<file path="src/rtl/tx_token_scheduler.sv">
// SpaceWire transmit token scheduler: picks Time-Code > FCT > N-Char > NULL for the
// serializer, tracks transmit credit and pending FCTs, and gates token classes by link mode.
module tx_token_scheduler #(
    parameter int CREDIT_MAX   = 56,
    parameter int FCT_PEND_MAX = 7
) (
    input  logic       clock_sys,
    input  logic       tx_resetn,
    input  logic [1:0] link_state,
    input  logic       tick_in,
    input  logic [7:0] time_in,
    input  logic       fct_req,
    input  logic       rx_got_fct,
    input  logic       fifo_empty,
    input  logic [8:0] fifo_dout,
    output logic       fifo_rd,
    output logic       tok_valid,
    output logic [1:0] tok_type,
    output logic [8:0] tok_data,
    input  logic       tok_ready,
    output logic [5:0] credit,
    output logic       credit_error,
    output logic       tick_overrun,
    output logic       state_dbg
);

    // Handshake: a token is transferred on every cycle where tok_valid && tok_ready;
    // while tok_valid is high and tok_ready is low, tok_type/tok_data are held stable.
    typedef enum logic {S_IDLE = 1'b0, S_OFFER = 1'b1} state_t;

    localparam logic [1:0] TOK_NULL  = 2'd0;
    localparam logic [1:0] TOK_FCT   = 2'd1;
    localparam logic [1:0] TOK_NCHAR = 2'd2;
    localparam logic [1:0] TOK_TIME  = 2'd3;
    localparam logic [6:0] CREDIT_LIM = 7'(CREDIT_MAX);
    localparam logic [2:0] FCT_SAT    = 3'(FCT_PEND_MAX);

    state_t     state;
    logic       tc_pend;
    logic [7:0] tc_val;
    logic [2:0] fct_pend;

    logic       link_up;
    logic       link_run;
    logic       do_load;
    logic       sel_tc;
    logic       sel_fct;
    logic       sel_nchar;
    logic       load_tc;
    logic       load_fct;
    logic       load_nchar;
    logic [6:0] credit_dec;
    logic [6:0] credit_add;
    logic       credit_ovf;

    assign link_up  = (link_state != 2'd0);
    assign link_run = (link_state == 2'd3);

    // A new token is chosen when idle, or in the same cycle the current one is taken.
    assign do_load = tx_resetn && link_up &&
                     ((state == S_IDLE) || (tok_valid && tok_ready));

    assign sel_tc    = tc_pend && link_run;
    assign sel_fct   = (fct_pend != 3'd0) && link_state[1];
    assign sel_nchar = !fifo_empty && (credit != 6'd0) && link_run;

    assign load_tc    = do_load && sel_tc;
    assign load_fct   = do_load && !sel_tc && sel_fct;
    assign load_nchar = do_load && !sel_tc && !sel_fct && sel_nchar;

    // The FIFO is show-ahead, so the pop must coincide with the load to allow back-to-back N-Chars.
    assign fifo_rd = load_nchar;

    // Overflow is judged after the same-cycle N-Char decrement.
    assign credit_dec = {1'b0, credit} - {6'd0, load_nchar};
    assign credit_add = credit_dec + 7'd8;
    assign credit_ovf = rx_got_fct && (credit_add > CREDIT_LIM);

    assign state_dbg = state;

    always_ff @(posedge clock_sys or negedge tx_resetn) begin
        if (!tx_resetn) begin
            state        <= S_IDLE;
            tok_valid    <= 1'b0;
            tok_type     <= TOK_NULL;
            tok_data     <= 9'd0;
            credit       <= 6'd0;
            credit_error <= 1'b0;
            tick_overrun <= 1'b0;
            tc_pend      <= 1'b0;
            tc_val       <= 8'd0;
            fct_pend     <= 3'd0;
        end else begin
            credit_error <= 1'b0;
            tick_overrun <= 1'b0;
            if (!link_up) begin
                // Link reset: drop any offered token (a popped N-Char is lost) and all bookkeeping.
                state     <= S_IDLE;
                tok_valid <= 1'b0;
                tok_type  <= TOK_NULL;
                tok_data  <= 9'd0;
                credit    <= 6'd0;
                fct_pend  <= 3'd0;
                tc_pend   <= 1'b0;
            end else begin
                if (do_load) begin
                    state     <= S_OFFER;
                    tok_valid <= 1'b1;
                    if (load_tc) begin
                        tok_type <= TOK_TIME;
                        tok_data <= {1'b0, tc_val};
                    end else if (load_fct) begin
                        tok_type <= TOK_FCT;
                        tok_data <= 9'd0;
                    end else if (load_nchar) begin
                        tok_type <= TOK_NCHAR;
                        tok_data <= fifo_dout;
                    end else begin
                        tok_type <= TOK_NULL;
                        tok_data <= 9'd0;
                    end
                end

                // A tick coinciding with a Time-Code load re-arms pending with the new value.
                if (tick_in) begin
                    tc_val  <= time_in;
                    tc_pend <= 1'b1;
                    if (tc_pend && !load_tc) begin
                        tick_overrun <= 1'b1;
                    end
                end else if (load_tc) begin
                    tc_pend <= 1'b0;
                end

                if (fct_req && !load_fct) begin
                    if (fct_pend != FCT_SAT) begin
                        fct_pend <= fct_pend + 3'd1;
                    end
                end else if (!fct_req && load_fct) begin
                    fct_pend <= fct_pend - 3'd1;
                end

                if (rx_got_fct && !credit_ovf) begin
                    credit <= credit_add[5:0];
                end else begin
                    credit <= credit_dec[5:0];
                end
                credit_error <= credit_ovf;
            end
        end
    end

endmodule
</file>
<file path="config.mk">
export PLATFORM = sky130hd
export DESIGN_NAME = tx_token_scheduler
export DESIGN_NICKNAME = d
export VERILOG_FILES = /design/src/rtl/tx_token_scheduler.sv
export SDC_FILE = /design/constraint.sdc
export NUM_CORES = 1
export LEC_CHECK = 0
export CELL_PAD_IN_SITES_DETAIL_PLACEMENT = 2
export CELL_PAD_IN_SITES_GLOBAL_PLACEMENT = 2
export CORE_ASPECT_RATIO = 0.6
export CORE_UTILIZATION = 26
export DETAILED_ROUTE_END_ITERATION = 10
export HOLD_SLACK_MARGIN = 0.03
export PLACE_DENSITY = 0.82
export SLEW_MARGIN = 20
export SYNTH_ARGS = -nofsm -noshare
export SYNTH_HDL_FRONTEND = slang
export SYNTH_SLANG_ARGS = --single-unit
</file>
<file path="constraint.sdc">
create_clock -name clock_sys -period 2.8 [get_ports clock_sys]
set_input_delay 0.56 -clock clock_sys [delete_from_list [all_inputs] [get_ports clock_sys]]
set_output_delay 0.56 -clock clock_sys [all_outputs]
set_load 0.05 [all_outputs]
</file>
==> out/metrics.yaml, run 1 <==
nFillCells: 653
numCtsBuffers: 5
clock_latency_ps: 290
worst_hold_slack_ps: 493.1
critical_path_required_ps: 2960
grt_pass1_wl_mm: 12.21
met3_usage: 0.05813
power_switching_mw: 0.9057
pwr-share-clk: 0.280
ir_drop_v: 0.0004646
status: "finished, violations left"
clkSlewWorstSetupHoldPaths_ps: 60
drc_errors: 0
grt_use_met2: 0.3884
wl_mm: 8.352
avgSynthCellArea_um2: 9.781
worst_setup_path_start_kind: "register"
layout_common_cells: "buf_4, clkdlybuf4s50_1, dfrtp_1"
wl_per_cell_um: 23.07
cts_max_level: 2
cp.arrival_ps: 3080
io_pins: 48
cts_root_buf: "clkbuf_16"
initial_core_util: 0.2796
async_flop_share: 1.000
final_common_cell: "buf_4"
hold_buffers: 0
grt_setup_unrepaired: "yes"
worst_pin_slew_ps: 525.6
grtUsageMet1: 0.3070
antenna_found_initial: 0
p_sw_frac: 0.3924
fin_nets: 307
slew-limit-headroom: 0.6485
die_w_um: 108.5
setup_violations: 4
numPortBuffers: 47
grt_max_degree: 38
setup_ws_ps: -121.1
synth_cell_types: 50
crit_path_end_kind: "register"
slew_viol_final: 0
multi_input_area_um2: 998.5
path_max_fanout: 3
num_antenna_cells: 0
synthesis.area_um2: 1770
die-area_um2: 7154
netlist_instances: 181
regArea_um2: 808.3
worstSetupPathType: "register to register"
gp_congestion: 0.8958
power_leakage_nw: 1.346
cts_buffer_depth: 2
top_usage_layer: "met2"
rows: 22
via_count: 1932
syn_to_final_growth_pct: 68.06
hpwl_mm: 5.155
syn_nets: 211
grt.overflow.total: 0
yosysWarnings: 0
hp-class: "register to register"
maxCapViolations: 0
cts_sinks: 32
power_mw: 2.308
fin_crit_ps: 2921
grt_use_total: 0.2398
synthFlopType: "dfrtp_1"
ys_ff_latch: 32
fin_worst_skew_ps: 10.76
dr.pass1.iters: 5
die_y_um: 65.92
synth_edf_count: 0
first_global_vias: 2073
finalHoldViolCount: 0
viasPerCell: 5.337
seqPwrFrac: 0.266
cts_tree: "yes"
powerDensity_nw_per_um2: 775.8
failed_checks: "setup timing"
p_int_mw: 1.403
combPwrFrac: 0.455
ys_seq_area_frac: 0.4523
core_um2: 6331
drt-initial-drc-count: 94
timing.final.crit_share: 1.043
fmax_mhz: 342.3
drive_above_1_share: 0.3201
ant_nets: 0
worst paths after layout:
check,start,slack (ps),to,depth (start not counted)
hold / removal,tok_data[5]$_DFFE_PN0P_,490,tok_data[5]$_DFFE_PN0P_,2
setup / recovery,fct_pend[1]$_DFFE_PN0P_,-120,credit[5]$_DFF_PN0_,12
min in group asynchronous,tx_resetn,540,credit_error$_DFF_PN0_,3
hold reg to reg,tok_data[5]$_DFFE_PN0P_,490,tok_data[5]$_DFFE_PN0P_,2
setup reg to reg,fct_pend[1]$_DFFE_PN0P_,-120,credit[5]$_DFF_PN0_,12
max in group asynchronous,tx_resetn,1910,state_dbg$_DFFE_PN0P_,3
layout make-up:
type | instances | share of cell area
repair buffers | 96 | 0.2822
clock buffers | 6 | 0.04331
flip-flops and latches | 32 | 0.2717
inverters | 16 | 0.02019
multi-input cells | 126 | 0.3356
clock inverters | 2 | 0.01177
well taps | 84 | 0.03532
through the flow:
| step | instances | worst slack [ps] | area [um^2] | util | TNS [ps] |
|---|---|---|---|---|---|
| CTS | 355 | -28.39 | 2902 | 0.4583 | -28.39 |
| global placement | 340 | -438.4 | 2644 | 0.4176 | -1827 |
| floorplan | 181 | -144.4 | 1849 | - | -408.7 |
| finish | 362 | -121.1 | 2975 | 0.4700 | -305.4 |
| global route | 362 | -231.0 | 2975 | 0.4700 | -684.3 |
| detailed placement | 340 | -530.9 | 2644 | 0.4176 | -2241 |
per-layer routing:
| layer | routed length (um) | share of wire |
|---|---|---|
| met3 | 338 | 0.040 |
| met1 | 3864 | 0.46 |
| met4 | 146 | 0.017 |
| met5 | 0 | 0 |
| met2 | 4003 | 0.48 |
critical path, cell delays in order, from the launching register on:
cell,delay (ps)
dfrtp_1,420
nor3_4,230
nand3_2,110
a211oi_4,250
ha_4,210
ha_4,140
nor3b_4,270
xor2_2,260
ha_4,250
nand4_1,160
nand2_1,150
o2111ai_2,220
nand3_1,130
cells by family (layout without fill, tap and decap cells):
family,after synthesis,count (layout),share of synthesized area
simple gates,62,62,0.1809
compound gates,46,46,0.1922
flops,32,32,0.4523
buf+inv,23,120,0.05230
mux,9,9,0.05724
xor+xnor,5,5,0.03251
fa+ha+maj,4,4,0.03251
what timing repair did:
action	CTS	global route
setup endpoints to repair	4	4
gates cloned	0	0
buffers inserted	7	7
pin swaps	11	11
resized for setup	13	4
synthesized netlist by cell type (all sizes together), types with 2 or more instances:
| cell | n | area [um^2] |
|---|---|---|
| a21o | 3 | 22.52 |
| nand3 | 5 | 25.02 |
| o2bb2ai | 2 | 17.52 |
| nor4 | 2 | 18.77 |
| o21ai | 9 | 45.04 |
| xnor2 | 3 | 26.28 |
| nand2b | 3 | 18.77 |
| o2111ai | 2 | 17.52 |
| nor3 | 3 | 20.02 |
| nor3b | 2 | 20.02 |
| nand4 | 2 | 12.51 |
| inv | 16 | 60.06 |
| nor2 | 23 | 86.33 |
| a31oi | 2 | 12.51 |
| a222oi | 8 | 80.08 |
| clkbuf | 4 | 15.01 |
| a211oi | 2 | 15.01 |
| buf | 3 | 17.52 |
| dfrtp | 32 | 800.8 |
| nor2b | 3 | 18.77 |
| a21oi | 8 | 40.04 |
| ha | 3 | 37.54 |
| nand2 | 12 | 47.55 |
| mux2 | 9 | 101.3 |
flip-flops by register name, indices dropped and copies added, names as in the netlist:
signal        cells
fct_pend          3
credit_error      1
tick_overrun      1
state_dbg         1
tc_pend           1
tc_val            8
tok_data          9
credit            6
tok_type          2
power by group through the flow:
stage / Combinational, mW / Sequential (mW) / Clock [mW]
after CTS: 0.947 / 0.610 / 0.646
after global routing: 1.10 / 0.623 / 0.671
final: 1.05 / 0.614 / 0.645
after global placement: 0.845 / 0.602 / 0
after floorplan: 0.342 / 0.735 / 0
after detailed placement: 0.885 / 0.604 / 0
(Power assumes the default switching activity.)
==> run 2, diff against run 1 <==
CORE_UTILIZATION = 34   (was 26)
DONT_BUFFER_PORTS = 1   (was default)
PLACE_DENSITY = 0.81   (was 0.82)
SETUP_SLACK_MARGIN = 0.3   (was default)
==> run 2 against run 1 <==
Net effect:
- via count fell by 11%
- cell count fell by 22%
- the flow still finishes with violations (setup timing)
- non-clock buffer count shrank 58
- worst hold slack worse by 420 ps
- clock power is 42% lower
- routed wire length is 13% lower
- register-to-register slack worse by 30 ps
- flip-flop and latch count did not move
- worst setup slack lost 28 ps
==> out/metrics.yaml, run 2 (synthesis gave the netlist of run 1 again) <==
status: "finished, violations left"  # unchanged
failed_checks: "setup timing"  # unchanged
combPwrFrac: 0.470  # was 0.455
first_global_vias: 1907  # was 2073
num_antenna_cells: 0  # unchanged
hpwl_mm: 4.529  # was 5.155 mm
setup_violations: 3  # was 4
dr.pass1.iters: 5  # unchanged
pwr-share-clk: 0.195  # was 0.280
numCtsBuffers: 5  # unchanged
gp_congestion: 0.9060  # was 0.8958
endpoint: "credit[4]$_DFF_PN0_"  # was credit[5]$_DFF_PN0_
cp_common_cell: "ha_4"  # unchanged
hp-class: "input port to async pin"  # was register to register
grt_pass1_wl_mm: 10.65  # was 12.21 mm
setup_ws_ps: -148.8  # was -121.1 ps
path_max_fanout: 3  # unchanged
initial_core_util: 0.3705  # was 0.2796
p_sw_frac: 0.4417  # was 0.3924
die_y_um: 57.90  # was 65.92 um
layout_common_cells: "buf_4, dfrtp_1, nor2_1"  # was buf_4, clkdlybuf4s50_1, dfrtp_1
drc_errors: 0  # unchanged
cpLargestDelayFamily: "simple AND/OR/NAND/NOR gates"  # unchanged
maxCapViolations: 0  # unchanged
slew-limit-headroom: 0.4583  # was 0.6485
cp_slowest_cell: "dfrtp_1"  # unchanged
r2r-start: "fct_pend[0]$_DFFE_PN0P_"  # was fct_pend[1]$_DFFE_PN0P_
critical_path_buf_inv_count: 1  # was 0
p_int_mw: 1.072  # was 1.403 mW
syn_to_final_growth_pct: 33.00  # was 68.06%
timing.final.crit_share: 1.053  # was 1.043
cts_tree: "yes"  # unchanged
drt-initial-drc-count: 168  # was 94
via_count: 1714  # was 1932
fin_nets: 249  # was 307
ir_drop_v: 0.0002897  # was 0.0004646 V
seqPwrFrac: 0.335  # was 0.266
tns_ps: -278.1  # was -305.4 ps
crit_path_start: "fct_pend[0]$_DFFE_PN0P_"  # was fct_pend[1]$_DFFE_PN0P_
clkSlewWorstSetupHoldPaths_ps: 80  # was 60 ps
largest_reg_flops: 9  # unchanged
worst_setup_path_start_kind: "register"  # unchanged
drive_above_1_share: 0.3682  # was 0.3201
core_um2: 4778  # was 6331 um^2
fin_crit_ps: 2949  # was 2921 ps
final_common_cell: "buf_4"  # unchanged
grt_setup_unrepaired: "yes"  # unchanged
numPortBuffers: 0  # was 47
critPathMaxStageDelay_ps: 410  # was 420 ps
wl_per_cell_um: 25.65  # was 23.07 um
fmax_mhz: 339.1  # was 342.3 MHz
die_w_um: 95.16  # was 108.5 um
cts_sinks: 32  # unchanged
io_pins: 48  # unchanged
largest_register: "tok_data"  # unchanged
power_switching_mw: 0.8484  # was 0.9057 mW
worstSetupPathType: "register to register"  # unchanged
fin_worst_skew_ps: 9.948  # was 10.76 ps
r2r-end: "credit[4]$_DFF_PN0_"  # was credit[5]$_DFF_PN0_
critical_path_required_ps: 2970  # was 2960 ps
viasPerCell: 6.057  # was 5.337
wl_mm: 7.258  # was 8.352 mm
die-area_um2: 5509  # was 7154 um^2
grt_max_degree: 33  # was 38
reg2reg_depth: 13  # was 12
cts_max_level: 2  # unchanged
cts_root_buf: "clkbuf_8"  # was clkbuf_16
slew_viol_final: 0  # unchanged
cp.arrival_ps: 3110  # was 3080 ps
dpl_cell_area_um2: 2082  # was 2644 um^2
fin_area_um2: 2355  # was 2975 um^2
ant_nets: 0  # unchanged
cp_cell_sequence: "nor3_2 -> nand3_2 -> a211oi_4 -> ha_4 -> ha_4 -> nor3b_4 -> xor2_2 -> ha_4 -> nor2_1 -> mux2_4 -> o211ai_1 -> buf_4 -> a21oi_2"  # was nor3_4 -> nand3_2 -> a211oi_4 -> ha_4 -> ha_4 -> nor3b_4 -> xor2_2 -> ha_4 -> nand4_1 -> nand2_1 -> o2111ai_2 -> nand3_1
worst_pin_slew_ps: 812.6  # was 525.6 ps
rows: 19  # was 22
clock_latency_ps: 300  # was 290 ps
reg_top3: "tok_data: 9 flops, tc_val: 8 flops, credit: 6 flops"  # unchanged
antenna_found_initial: 0  # unchanged
power_leakage_nw: 1.087  # was 1.346 nW
crit_path_end_kind: "register"  # unchanged
grt_use_total: 0.2689  # was 0.2398
powerDensity_nw_per_um2: 815.8  # was 775.8 nW/um^2
rrSetupSlack_ps: -150  # was -120 ps
crit_cells: 13  # was 12
grt.overflow.total: 0  # unchanged
finalHoldViolCount: 0  # unchanged
cts_buffer_depth: 2  # unchanged
[run 2: cell types whose count changed in the layout (fill, tap and decap cells not counted), moves of 2 or more]
cell,change
a21oi_1,-2
dlygate4sd2_1,-3
clkdlybuf4s50_1,-41
clkbuf_8,+5
clkbuf_16,-5
buf_4,-13
[run 2: final cells by class]
| type | count | area, um^2 |
|---|---|---|
| Clock inverter | 3 | 18.77 |
| Clock buffer | 5 | 68.82 |
| Inverter | 16 | 60.06 |
| Multi-Input combinational cell | 126 | 1018 |
| Tap cell | 63 | 78.83 |
| Fill cell | 488 | 2424 |
| Sequential cell | 32 | 808.3 |
| Timing Repair Buffer | 38 | 301.5 |
[run 2: power groups by stage]
stage	Sequential (mW)	Combinational (mW)	Clock, mW
after floorplan	0.735	0.342	0
after global placement	0.641	0.652	0
after detailed placement	0.648	0.707	0
after CTS	0.643	0.778	0.377
after global routing	0.651	0.957	0.396
final	0.644	0.903	0.374
[run 2: through the flow]
step / power, mW / instances / utilization / hold slack [ps] / setup slack [ps]
2_1_floorplan: 1.077 / 181 / - / 264.4 / -144.4
3_3_place_gp: 1.293 / 263 / 0.4357 / 265.4 / 3.579
3_5_place_dp: 1.356 / 263 / 0.4357 / 265.4 / -114.2
4_1_cts: 1.798 / 277 / 0.4687 / 88.44 / -37.32
5_1_grt: 2.004 / 283 / 0.4928 / 81.58 / -282.0
6_report: 1.921 / 283 / 0.4928 / 74.58 / -148.8
[run 2: timing repair]
item | CTS | global route
gates resized for setup | 2 | 14
hold buffers | 1 | 0
pin swaps | 9 | 9
endpoints found under the hold margin | 32 | 0
cloned | 0 | 0
endpoints found under the setup margin | 4 | 5
setup buffers | 5 | 6
[run 2: worst register-to-register path, cell delays in order (launching register included)]
cell and delay (ps):
dfrtp_1 410, nor3_2 230, nand3_2 130, a211oi_4 250
ha_4 200, ha_4 130, nor3b_4 230, xor2_2 240
ha_4 190, nor2_1 50, mux2_4 270, o211ai_1 230
buf_4 170, a21oi_2 70
[run 2: worst min-delay path by stage]
stage / from / endpoint / slack, ps / depth (start not counted)
floorplan: tx_resetn / credit[0]$_DFF_PN0_ / 260 / 0
global placement: tx_resetn / state_dbg$_DFFE_PN0P_ / 270 / 0
detailed placement: tx_resetn / state_dbg$_DFFE_PN0P_ / 270 / 0
CTS: tx_resetn / tok_type[1]$_DFFE_PN0P_ / 90 / 1
global route: tx_resetn / tok_data[8]$_DFFE_PN0P_ / 80 / 1
finish: tx_resetn / tok_data[8]$_DFFE_PN0P_ / 70 / 1
[run 2: per-layer routing]
layer	track usage	up-vias	wire length, um
met2	0.4541	80	3523
li1	-	734	-
met4	0.07359	0	100
met1	0.3420	889	3184
met5	0	-	0
met3	0.07218	11	450
